<file path="src/rtl/pipe_control_pkg.sv">
// rtl/pipe_control_pkg.sv - opcodes, ALU/forward encodings and control bundle for the MIPS pipeline control
package mips_ctrl_pkg;

  localparam logic [5:0] OP_RTYPE = 6'b000000;
  localparam logic [5:0] OP_J     = 6'b000010;
  localparam logic [5:0] OP_BEQ   = 6'b000100;
  localparam logic [5:0] OP_BNE   = 6'b000101;
  localparam logic [5:0] OP_ADDI  = 6'b001000;
  localparam logic [5:0] OP_ANDI  = 6'b001100;
  localparam logic [5:0] OP_LW    = 6'b100011;
  localparam logic [5:0] OP_SW    = 6'b101011;

  localparam logic [1:0] ALUOP_ADD   = 2'b00;
  localparam logic [1:0] ALUOP_SUB   = 2'b01;
  localparam logic [1:0] ALUOP_FUNCT = 2'b10;
  localparam logic [1:0] ALUOP_AND   = 2'b11;

  localparam logic [1:0] FWD_REG = 2'b00;
  localparam logic [1:0] FWD_WB  = 2'b01;
  localparam logic [1:0] FWD_MEM = 2'b10;

  typedef struct packed {
    logic       regdst;
    logic       jump;
    logic       branch_eq;
    logic       branch_ne;
    logic       memread;
    logic       memtoreg;
    logic       memwrite;
    logic       alusrc;
    logic       regwrite;
    logic [1:0] aluop;
  } ctrl_t;

  // Instructions whose rt field is a source operand rather than a destination
  function automatic logic uses_rt(input logic [5:0] op);
    return (op == OP_RTYPE) || (op == OP_BEQ) || (op == OP_BNE) || (op == OP_SW);
  endfunction

endpackage

</file>
<file path="src/rtl/pipe_control_if.sv">
// rtl/pipe_control_if.sv - ID-stage inputs and pipeline control outputs of pipe_control
interface pipe_control_if #(parameter int REG_AW = 5);
  logic [5:0]        id_opcode;
  logic [REG_AW-1:0] id_rs;
  logic [REG_AW-1:0] id_rt;
  logic [REG_AW-1:0] id_rd;
  logic              id_br_equal;
  logic              pc_write;
  logic              ifid_write;
  logic              ifid_flush;
  logic              id_jump;
  logic              id_branch_taken;
  logic              ex_alusrc;
  logic [1:0]        ex_aluop;
  logic [REG_AW-1:0] ex_rs;
  logic [REG_AW-1:0] ex_rt;
  logic [REG_AW-1:0] ex_wreg;
  logic              mem_read;
  logic              mem_write;
  logic [REG_AW-1:0] mem_wreg;
  logic              wb_regwrite;
  logic              wb_memtoreg;
  logic [REG_AW-1:0] wb_wreg;
  logic [1:0]        fwd_a;
  logic [1:0]        fwd_b;
  logic              illegal_op;

  modport master (
    output id_opcode, id_rs, id_rt, id_rd, id_br_equal,
    input  pc_write, ifid_write, ifid_flush, id_jump, id_branch_taken,
    input  ex_alusrc, ex_aluop, ex_rs, ex_rt, ex_wreg,
    input  mem_read, mem_write, mem_wreg,
    input  wb_regwrite, wb_memtoreg, wb_wreg,
    input  fwd_a, fwd_b, illegal_op
  );

  modport slave (
    input  id_opcode, id_rs, id_rt, id_rd, id_br_equal,
    output pc_write, ifid_write, ifid_flush, id_jump, id_branch_taken,
    output ex_alusrc, ex_aluop, ex_rs, ex_rt, ex_wreg,
    output mem_read, mem_write, mem_wreg,
    output wb_regwrite, wb_memtoreg, wb_wreg,
    output fwd_a, fwd_b, illegal_op
  );
endinterface

</file>
<file path="src/rtl/pipe_control_decode.sv">
// rtl/pipe_control_decode.sv - combinational opcode to control bundle table
module ctrl_decode
  import mips_ctrl_pkg::*;
(
  input  logic [5:0] opcode,
  output ctrl_t      ctrl,
  output logic       illegal_op
);

  // Unknown opcodes decode to an all-zero bundle so they flow as a bubble
  always_comb begin
    ctrl       = '0;
    illegal_op = 1'b0;
    case (opcode)
      OP_RTYPE: begin ctrl.regdst = 1'b1; ctrl.regwrite = 1'b1; ctrl.aluop = ALUOP_FUNCT; end
      OP_J:     begin ctrl.jump = 1'b1; end
      OP_BEQ:   begin ctrl.branch_eq = 1'b1; ctrl.aluop = ALUOP_SUB; end
      OP_BNE:   begin ctrl.branch_ne = 1'b1; ctrl.aluop = ALUOP_SUB; end
      OP_ADDI:  begin ctrl.alusrc = 1'b1; ctrl.regwrite = 1'b1; ctrl.aluop = ALUOP_ADD; end
      OP_ANDI:  begin ctrl.alusrc = 1'b1; ctrl.regwrite = 1'b1; ctrl.aluop = ALUOP_AND; end
      OP_LW: begin
        ctrl.alusrc   = 1'b1;
        ctrl.memread  = 1'b1;
        ctrl.memtoreg = 1'b1;
        ctrl.regwrite = 1'b1;
        ctrl.aluop    = ALUOP_ADD;
      end
      OP_SW:    begin ctrl.alusrc = 1'b1; ctrl.memwrite = 1'b1; ctrl.aluop = ALUOP_ADD; end
      default:  illegal_op = 1'b1;
    endcase
  end

endmodule

</file>
<file path="src/rtl/pipe_control.sv">
// rtl/pipe_control.sv - pipelined control: decode, ID/EX/MEM/WB control registers, hazards, forwarding
module pipe_control
  import mips_ctrl_pkg::*;
#(
  parameter int REG_AW = 5,
  parameter bit FWD_EN = 1'b1
) (
  input logic          clk,
  input logic          rst_n,
  pipe_control_if.slave bus
);

  ctrl_t             id_ctrl;
  logic              id_illegal;
  logic [REG_AW-1:0] id_wreg;
  logic              id_uses_rt;
  logic              id_is_branch;

  logic              ex_regwrite, ex_memtoreg, ex_memread, ex_memwrite, ex_alusrc;
  logic [1:0]        ex_aluop;
  logic [REG_AW-1:0] ex_rs, ex_rt, ex_wreg;
  logic              mem_regwrite, mem_memtoreg, mem_memread, mem_memwrite;
  logic [REG_AW-1:0] mem_wreg;
  logic              wb_regwrite, wb_memtoreg;
  logic [REG_AW-1:0] wb_wreg;

  logic              ex_wr, ex_ld, mem_wr, mem_ld, wb_wr;
  logic              hit_ex_src, hit_ex_any, hit_mem_src, hit_mem_any;
  logic              stall;
  logic [1:0]        fwd_a, fwd_b;

  ctrl_decode u_decode (
    .opcode     (bus.id_opcode),
    .ctrl       (id_ctrl),
    .illegal_op (id_illegal)
  );

  assign id_wreg      = id_ctrl.regdst ? bus.id_rd : bus.id_rt;
  assign id_uses_rt   = uses_rt(bus.id_opcode);
  assign id_is_branch = id_ctrl.branch_eq | id_ctrl.branch_ne;

  // Register 0 is hardwired, so a write to it never counts as a producer
  assign ex_wr  = ex_regwrite  & (ex_wreg  != '0);
  assign ex_ld  = ex_memread   & (ex_wreg  != '0);
  assign mem_wr = mem_regwrite & (mem_wreg != '0);
  assign mem_ld = mem_memread  & (mem_wreg != '0);
  assign wb_wr  = wb_regwrite  & (wb_wreg  != '0);

  // Load-use, branch-operand and (without forwarding) general RAW hazard detection
  always_comb begin
    hit_ex_src  = (ex_wreg == bus.id_rs) | (id_uses_rt & (ex_wreg == bus.id_rt));
    hit_ex_any  = (ex_wreg == bus.id_rs) | (ex_wreg == bus.id_rt);
    hit_mem_src = (mem_wreg == bus.id_rs) | (id_uses_rt & (mem_wreg == bus.id_rt));
    hit_mem_any = (mem_wreg == bus.id_rs) | (mem_wreg == bus.id_rt);
    stall = (ex_ld & hit_ex_src)
          | (id_is_branch & ex_wr & hit_ex_any)
          | (id_is_branch & mem_ld & hit_mem_any)
          | (!FWD_EN & ((ex_wr & hit_ex_src) | (mem_wr & hit_mem_src)));
  end

  // ID/EX register: a stall injects a bubble by zeroing the control bits
  always_ff @(posedge clk or negedge rst_n) begin
    if (!rst_n) begin
      ex_regwrite <= 1'b0; ex_memtoreg <= 1'b0; ex_memread <= 1'b0;
      ex_memwrite <= 1'b0; ex_alusrc   <= 1'b0; ex_aluop   <= 2'b00;
      ex_rs <= '0; ex_rt <= '0; ex_wreg <= '0;
    end else begin
      ex_regwrite <= id_ctrl.regwrite & !stall;
      ex_memtoreg <= id_ctrl.memtoreg & !stall;
      ex_memread  <= id_ctrl.memread  & !stall;
      ex_memwrite <= id_ctrl.memwrite & !stall;
      ex_alusrc   <= id_ctrl.alusrc   & !stall;
      ex_aluop    <= stall ? 2'b00 : id_ctrl.aluop;
      ex_rs       <= bus.id_rs;
      ex_rt       <= bus.id_rt;
      ex_wreg     <= id_wreg;
    end
  end

  // EX/MEM and MEM/WB registers always advance
  always_ff @(posedge clk or negedge rst_n) begin
    if (!rst_n) begin
      mem_regwrite <= 1'b0; mem_memtoreg <= 1'b0; mem_memread <= 1'b0;
      mem_memwrite <= 1'b0; mem_wreg <= '0;
      wb_regwrite  <= 1'b0; wb_memtoreg  <= 1'b0; wb_wreg <= '0;
    end else begin
      mem_regwrite <= ex_regwrite;
      mem_memtoreg <= ex_memtoreg;
      mem_memread  <= ex_memread;
      mem_memwrite <= ex_memwrite;
      mem_wreg     <= ex_wreg;
      wb_regwrite  <= mem_regwrite;
      wb_memtoreg  <= mem_memtoreg;
      wb_wreg      <= mem_wreg;
    end
  end

  // Forwarding selects for the EX operands; the younger MEM result wins over WB
  always_comb begin
    fwd_a = FWD_REG;
    fwd_b = FWD_REG;
    if (FWD_EN) begin
      if (mem_wr && (mem_wreg == ex_rs))     fwd_a = FWD_MEM;
      else if (wb_wr && (wb_wreg == ex_rs))  fwd_a = FWD_WB;
      if (mem_wr && (mem_wreg == ex_rt))     fwd_b = FWD_MEM;
      else if (wb_wr && (wb_wreg == ex_rt))  fwd_b = FWD_WB;
    end
  end

  assign bus.pc_write        = !stall;
  assign bus.ifid_write      = !stall;
  assign bus.id_jump         = !stall & id_ctrl.jump;
  assign bus.id_branch_taken = !stall & ((id_ctrl.branch_eq & bus.id_br_equal) |
                                         (id_ctrl.branch_ne & !bus.id_br_equal));
  assign bus.ifid_flush      = bus.id_branch_taken | bus.id_jump;
  assign bus.illegal_op      = id_illegal;
  assign bus.ex_alusrc       = ex_alusrc;
  assign bus.ex_aluop        = ex_aluop;
  assign bus.ex_rs           = ex_rs;
  assign bus.ex_rt           = ex_rt;
  assign bus.ex_wreg         = ex_wreg;
  assign bus.mem_read        = mem_memread;
  assign bus.mem_write       = mem_memwrite;
  assign bus.mem_wreg        = mem_wreg;
  assign bus.wb_regwrite     = wb_regwrite;
  assign bus.wb_memtoreg     = wb_memtoreg;
  assign bus.wb_wreg         = wb_wreg;
  assign bus.fwd_a           = fwd_a;
  assign bus.fwd_b           = fwd_b;

endmodule

</file>
<file path="src/flat_wrapper.sv">
// flat-port wrapper written by rule: the top's interface ports become plain ports
module pipe_control_flat import mips_ctrl_pkg::*;
#(
  parameter int REG_AW = 5,
  parameter bit FWD_EN = 1'b1
)
  (clk, rst_n, bus_id_opcode, bus_id_rs, bus_id_rt, bus_id_rd, bus_id_br_equal, bus_pc_write, bus_ifid_write, bus_ifid_flush, bus_id_jump, bus_id_branch_taken, bus_ex_alusrc, bus_ex_aluop, bus_ex_rs, bus_ex_rt, bus_ex_wreg, bus_mem_read, bus_mem_write, bus_mem_wreg, bus_wb_regwrite, bus_wb_memtoreg, bus_wb_wreg, bus_fwd_a, bus_fwd_b, bus_illegal_op);
  pipe_control_if #(.REG_AW(REG_AW)) bus_i ();
  input logic clk;
  input logic rst_n;
  input wire logic [$bits(bus_i.id_opcode)-1:0] bus_id_opcode;
  input wire logic [$bits(bus_i.id_rs)-1:0] bus_id_rs;
  input wire logic [$bits(bus_i.id_rt)-1:0] bus_id_rt;
  input wire logic [$bits(bus_i.id_rd)-1:0] bus_id_rd;
  input wire logic [$bits(bus_i.id_br_equal)-1:0] bus_id_br_equal;
  output wire logic [$bits(bus_i.pc_write)-1:0] bus_pc_write;
  output wire logic [$bits(bus_i.ifid_write)-1:0] bus_ifid_write;
  output wire logic [$bits(bus_i.ifid_flush)-1:0] bus_ifid_flush;
  output wire logic [$bits(bus_i.id_jump)-1:0] bus_id_jump;
  output wire logic [$bits(bus_i.id_branch_taken)-1:0] bus_id_branch_taken;
  output wire logic [$bits(bus_i.ex_alusrc)-1:0] bus_ex_alusrc;
  output wire logic [$bits(bus_i.ex_aluop)-1:0] bus_ex_aluop;
  output wire logic [$bits(bus_i.ex_rs)-1:0] bus_ex_rs;
  output wire logic [$bits(bus_i.ex_rt)-1:0] bus_ex_rt;
  output wire logic [$bits(bus_i.ex_wreg)-1:0] bus_ex_wreg;
  output wire logic [$bits(bus_i.mem_read)-1:0] bus_mem_read;
  output wire logic [$bits(bus_i.mem_write)-1:0] bus_mem_write;
  output wire logic [$bits(bus_i.mem_wreg)-1:0] bus_mem_wreg;
  output wire logic [$bits(bus_i.wb_regwrite)-1:0] bus_wb_regwrite;
  output wire logic [$bits(bus_i.wb_memtoreg)-1:0] bus_wb_memtoreg;
  output wire logic [$bits(bus_i.wb_wreg)-1:0] bus_wb_wreg;
  output wire logic [$bits(bus_i.fwd_a)-1:0] bus_fwd_a;
  output wire logic [$bits(bus_i.fwd_b)-1:0] bus_fwd_b;
  output wire logic [$bits(bus_i.illegal_op)-1:0] bus_illegal_op;
  assign bus_i.id_opcode = bus_id_opcode;
  assign bus_i.id_rs = bus_id_rs;
  assign bus_i.id_rt = bus_id_rt;
  assign bus_i.id_rd = bus_id_rd;
  assign bus_i.id_br_equal = bus_id_br_equal;
  assign bus_pc_write = bus_i.pc_write;
  assign bus_ifid_write = bus_i.ifid_write;
  assign bus_ifid_flush = bus_i.ifid_flush;
  assign bus_id_jump = bus_i.id_jump;
  assign bus_id_branch_taken = bus_i.id_branch_taken;
  assign bus_ex_alusrc = bus_i.ex_alusrc;
  assign bus_ex_aluop = bus_i.ex_aluop;
  assign bus_ex_rs = bus_i.ex_rs;
  assign bus_ex_rt = bus_i.ex_rt;
  assign bus_ex_wreg = bus_i.ex_wreg;
  assign bus_mem_read = bus_i.mem_read;
  assign bus_mem_write = bus_i.mem_write;
  assign bus_mem_wreg = bus_i.mem_wreg;
  assign bus_wb_regwrite = bus_i.wb_regwrite;
  assign bus_wb_memtoreg = bus_i.wb_memtoreg;
  assign bus_wb_wreg = bus_i.wb_wreg;
  assign bus_fwd_a = bus_i.fwd_a;
  assign bus_fwd_b = bus_i.fwd_b;
  assign bus_illegal_op = bus_i.illegal_op;
  pipe_control #(.REG_AW(REG_AW), .FWD_EN(FWD_EN)) u_core (.clk(clk), .rst_n(rst_n), .bus(bus_i));
endmodule
</file>
<file path="config.mk">
export PLATFORM = sky130hd
export DESIGN_NAME = pipe_control_flat
export DESIGN_NICKNAME = d
export VERILOG_FILES = /design/src/rtl/pipe_control_pkg.sv /design/src/rtl/pipe_control_if.sv /design/src/rtl/pipe_control_decode.sv /design/src/rtl/pipe_control.sv /design/src/flat_wrapper.sv
export SDC_FILE = /design/constraint.sdc
export NUM_CORES = 1
export LEC_CHECK = 0
export ABC_AREA = 1
export ABC_CLOCK_PERIOD_IN_PS = 1700
export CAP_MARGIN = 20
export CORE_MARGIN = 2
export CORE_UTILIZATION = 25
export CTS_CLUSTER_DIAMETER = 120
export DETAILED_ROUTE_END_ITERATION = 7
export DONT_BUFFER_PORTS = 1
export PLACE_DENSITY = 0.49
export SLEW_MARGIN = 30
export SYNTH_ARGS = -nofsm -noshare
export SYNTH_HDL_FRONTEND = slang
export SYNTH_SLANG_ARGS = --single-unit
</file>
<file path="constraint.sdc">
create_clock -name clk -period 1.7 [get_ports clk]
set_clock_uncertainty 0.05 [all_clocks]
set_input_delay 0.255 -clock clk [delete_from_list [all_inputs] [get_ports clk]]
set_output_delay 0.255 -clock clk [all_outputs]
set_load 0.1 [all_outputs]
</file>
==> key figures <==
Synthesis
  – Sequential cell area fraction in the yosys report: 47.3%
  – Top-count cell post-synth: nand2_1
  – Post-Syn Area: 1900 um2
  – Post-synth top area share: 47.3%
  – Main synth FF type: dfrtp_1
  – Mapped Cells: 227
  – Area contributors post-synth: dfrtp_1 (47%), nand2_1 (11%), xnor2_1 (6.4%)
  – Synth Register Bits: 36
  – Post-synth top cells: nand2_1 (54), dfrtp_1 (36), inv_1 (29)
  – Post-synth EDFFs: 0
  – Post-synth top area cell: dfrtp_1
  – Yosys cell types: 26
  – Avg Cell Area, Syn: 8.38 um2
  – Asr flop ratio synth: 100%
  – Syn Nets: 251
  – Synth warn: 0

Drt
  – Vias: 1,705
  – DR WL/cell: 12.7 um
  – Pre-Repair DR Iteration Count: 4
  – DR DRC count: 0
  – First DRT Iteration DRCs: 62
  – Total Wirelength: 5170 um
  – Post-route ant nets: 0
  – Vias per cell: 4.19

Global route
  – Vias in the first global route: 1,802
  – Initial antenna violation count: 0
  – Total grt overflow: 0
  – Global-route wire length before repair: 8530 um
  – Largest net degree at the start of global routing: 37
  – Tot GR Track Use: 13.2%

Floorplanning
  – Chip Height: 91.3 um
  – Die area: 8330 um2
  – Initial core utilization: 26.0%
  – # rows: 31
  – Die Width: 91.3 um
  – Core Footprint: 7330 um2
  – Ports: 66

Cells and area
  – Reg area: 938 um2
  – Utilization after layout: 41.9%
  – Fraction of layout cells with a size suffix above 1: 44.8%
  – Multi-input gate area: 1010 um2
  – Fillers: 712
  – N_diodes: 0
  – Nets: 331
  – P&R area growth vs syn: 61.5%

Clocking
  – Clock latency on the worst-skew pair: 280 ps
  – Clock Tree Root: clkbuf_8
  – CTS tree: done
  – Count of clock tree sinks: 36
  – CTS Buf Count: 5
  – CTS H-tree lvls: 2
  – CTS max path bufs: 2
  – Reg clk slew, reported paths: 70 ps

Setup path
  – Worst-path cell chain: nand3b_1 > buf_4 > o21ai_4 > nor4_4 > nor2_4 > buf_12
  – Critical-path top delay cell: dfrtp_4
  – Worst-path maximum fanout: 5
  – Crit. End Element: primary output
  – Max incr delay on CP: 520 ps
  – Setup Crit Path Kind: reg2out
  – Worst Path Required: 1390 ps
  – Crit start category: register
  – Critical path arrival: 1770 ps

Power and ir drop
  – Pwr dens: 734 nW/um2
  – Leakage: 1.47 nW
  – Seq pwr share: 42.3%
  – Pint: 0.00147 W
  – Sw frac: 35.0%
  – Maximum VDD drop: 0.243 mV
  – Clock power share: 29.5%
  – Proportion of power drawn by combinational gates: 28.2%
  – Net Switching: 0.000791 W

STA
  – Setup WS post-layout: -376 ps
  – Final Hold Fails: 0
  – Slew at the pin with the worst max-slew slack: 326 ps
  – Final setup violation count: 9
  – Min Tclk post-route: 2080 ps
  – Relative slew slack: 78.1%
  – Maximum clock rate: 482 MHz
  – Period utilisation layout: 122%
  – RSZ-0062 raised after global routing: yes
  – Final setup TNS: -3250 ps
  – Fin. max-slew vios: 0

Place
  – Routability cong.: 0.787
  – Detailed Place HPWL: 4020 um
  – I/O Buffers: 0

Run status
  – Status: finished with violations
  – Failing checks: setup timing

Run
  – Max cap viols: 0

Hold path
  – Worst Hold Class: in2reg
==> final cells by class <==
type	count	area share, %
clock buffer	8	3.26
multi-input combinational	149	32.8
tap	99	4.03
timing repair buffer	77	23.9
sequential	36	30.5
inverter	38	5.49
==> cells by family after synthesis <==
kind of cell | synth area share, %
AND/OR/NAND/NOR | 29.3
buffers and inverters | 8.81
XOR/XNOR | 12.0
flip-flops | 47.3
AO/OA/AOI/OAI | 2.56
==> repair_timing <==
| item | CTS | global route |
|---|---|---|
| cloned | 0 | 0 |
| buffers inserted | 7 | 1 |
| gates resized for setup | 12 | 5 |
| hold endpoints to repair | 46 | 0 |
| hold buffers | 12 | 0 |
| endpoints found under the setup margin | 9 | 15 |
| pin swaps | 16 | 12 |
==> cell usage in the layout (no fill, tap or decap), types with 2 or more instances in the layout <==
master	netlist	final
o21ai_0	6	6
nand2_2	2	4
dlygate4sd3_1	0	11
nor2_1	20	17
nand2_1	54	50
nand3b_1	2	2
nor4_4	0	3
xnor2_2	0	3
clkbuf_8	0	7
nor2_2	6	7
dfrtp_4	0	5
nor3_1	5	4
nand2_8	0	2
nand3_1	12	9
nand4_1	4	4
dfrtp_1	36	16
inv_2	9	9
buf_12	0	9
buf_6	0	2
nor2_4	1	3
xor2_1	12	12
clkinvlp_4	0	2
buf_4	2	54
inv_1	29	25
nand3_4	1	3
xnor2_1	14	10
dfrtp_2	0	15
==> worst paths after layout <==
path                                              from                      to  slack (ps)  cells past startpoint
worst max-delay path            u_core.bus.mem_wreg[4]            bus_fwd_a[0]        -380                      6
worst min-delay path                      bus_id_rd[4]   u_core.bus.ex_wreg[4]          40                      2
worst max register to register  u_core.bus.mem_wreg[0]      u_core.ex_regwrite          20                     10
worst min register to register      u_core.ex_memwrite    u_core.bus.mem_write         300                      0
max in group asynchronous                        rst_n  u_core.bus.mem_wreg[0]        1010                      2
min in group asynchronous                        rst_n   u_core.bus.wb_wreg[2]         370                      2
==> flip-flops by register name (all words and copies together), names as in the netlist, 2 cells and up <==
name	flops
u_core.bus.ex_rs	5
u_core.bus.ex_rt	5
u_core.bus.ex_wreg	5
u_core.bus.mem_wreg	5
u_core.bus.wb_wreg	5
u_core.bus.ex_aluop	2
==> through the flow <==
| step | cells | total power, W | instance area [um2] | hold slack [ps] | setup slack, ps |
|---|---|---|---|---|---|
| after floorplan | 227 | 0.00141 | 2120 | -90.6 | -1140 |
| after global placement | 380 | 0.00154 | 2720 | -89.5 | -170 |
| after detailed placement | 380 | 0.00155 | 2720 | -89.5 | -171 |
| after CTS | 406 | 0.00228 | 3040 | 36.4 | -383 |
| after global routing | 407 | 0.00236 | 3070 | 51.6 | -484 |
| final | 407 | 0.00226 | 3070 | 37.5 | -376 |
==> routing by layer <==
metal | wire length (um) | vias up | track usage (%)
met5 | 0 | - | 0
met4 | 82 | 0 | 4.55
met3 | 319 | 6 | 3.90
met2 | 2510 | 52 | 22.1
met1 | 2260 | 793 | 16.2
li1 | - | 854 | -
==> power by group through the flow <==
| stage | clock [W] | combinational, W | sequential (W) |
|---|---|---|---|
| detailed placement | 0 | 0.000574 | 0.000974 |
| floorplan | 0 | 0.000185 | 0.00123 |
| global placement | 0 | 0.000572 | 0.000972 |
| global route | 0.000721 | 0.000674 | 0.000962 |
| finish | 0.000665 | 0.000637 | 0.000955 |
| CTS | 0.000687 | 0.000634 | 0.000956 |
==> worst max-delay path, delay by kind of cell, from the launching register on <==
family	cells	cell delay [ps]
and+or+nand+nor	3	420
AOI/OAI and AO/OA	1	200
DFF	1	520
buffers and inverters	2	350
No activity file was read; power rests on OpenSTA's default activity.
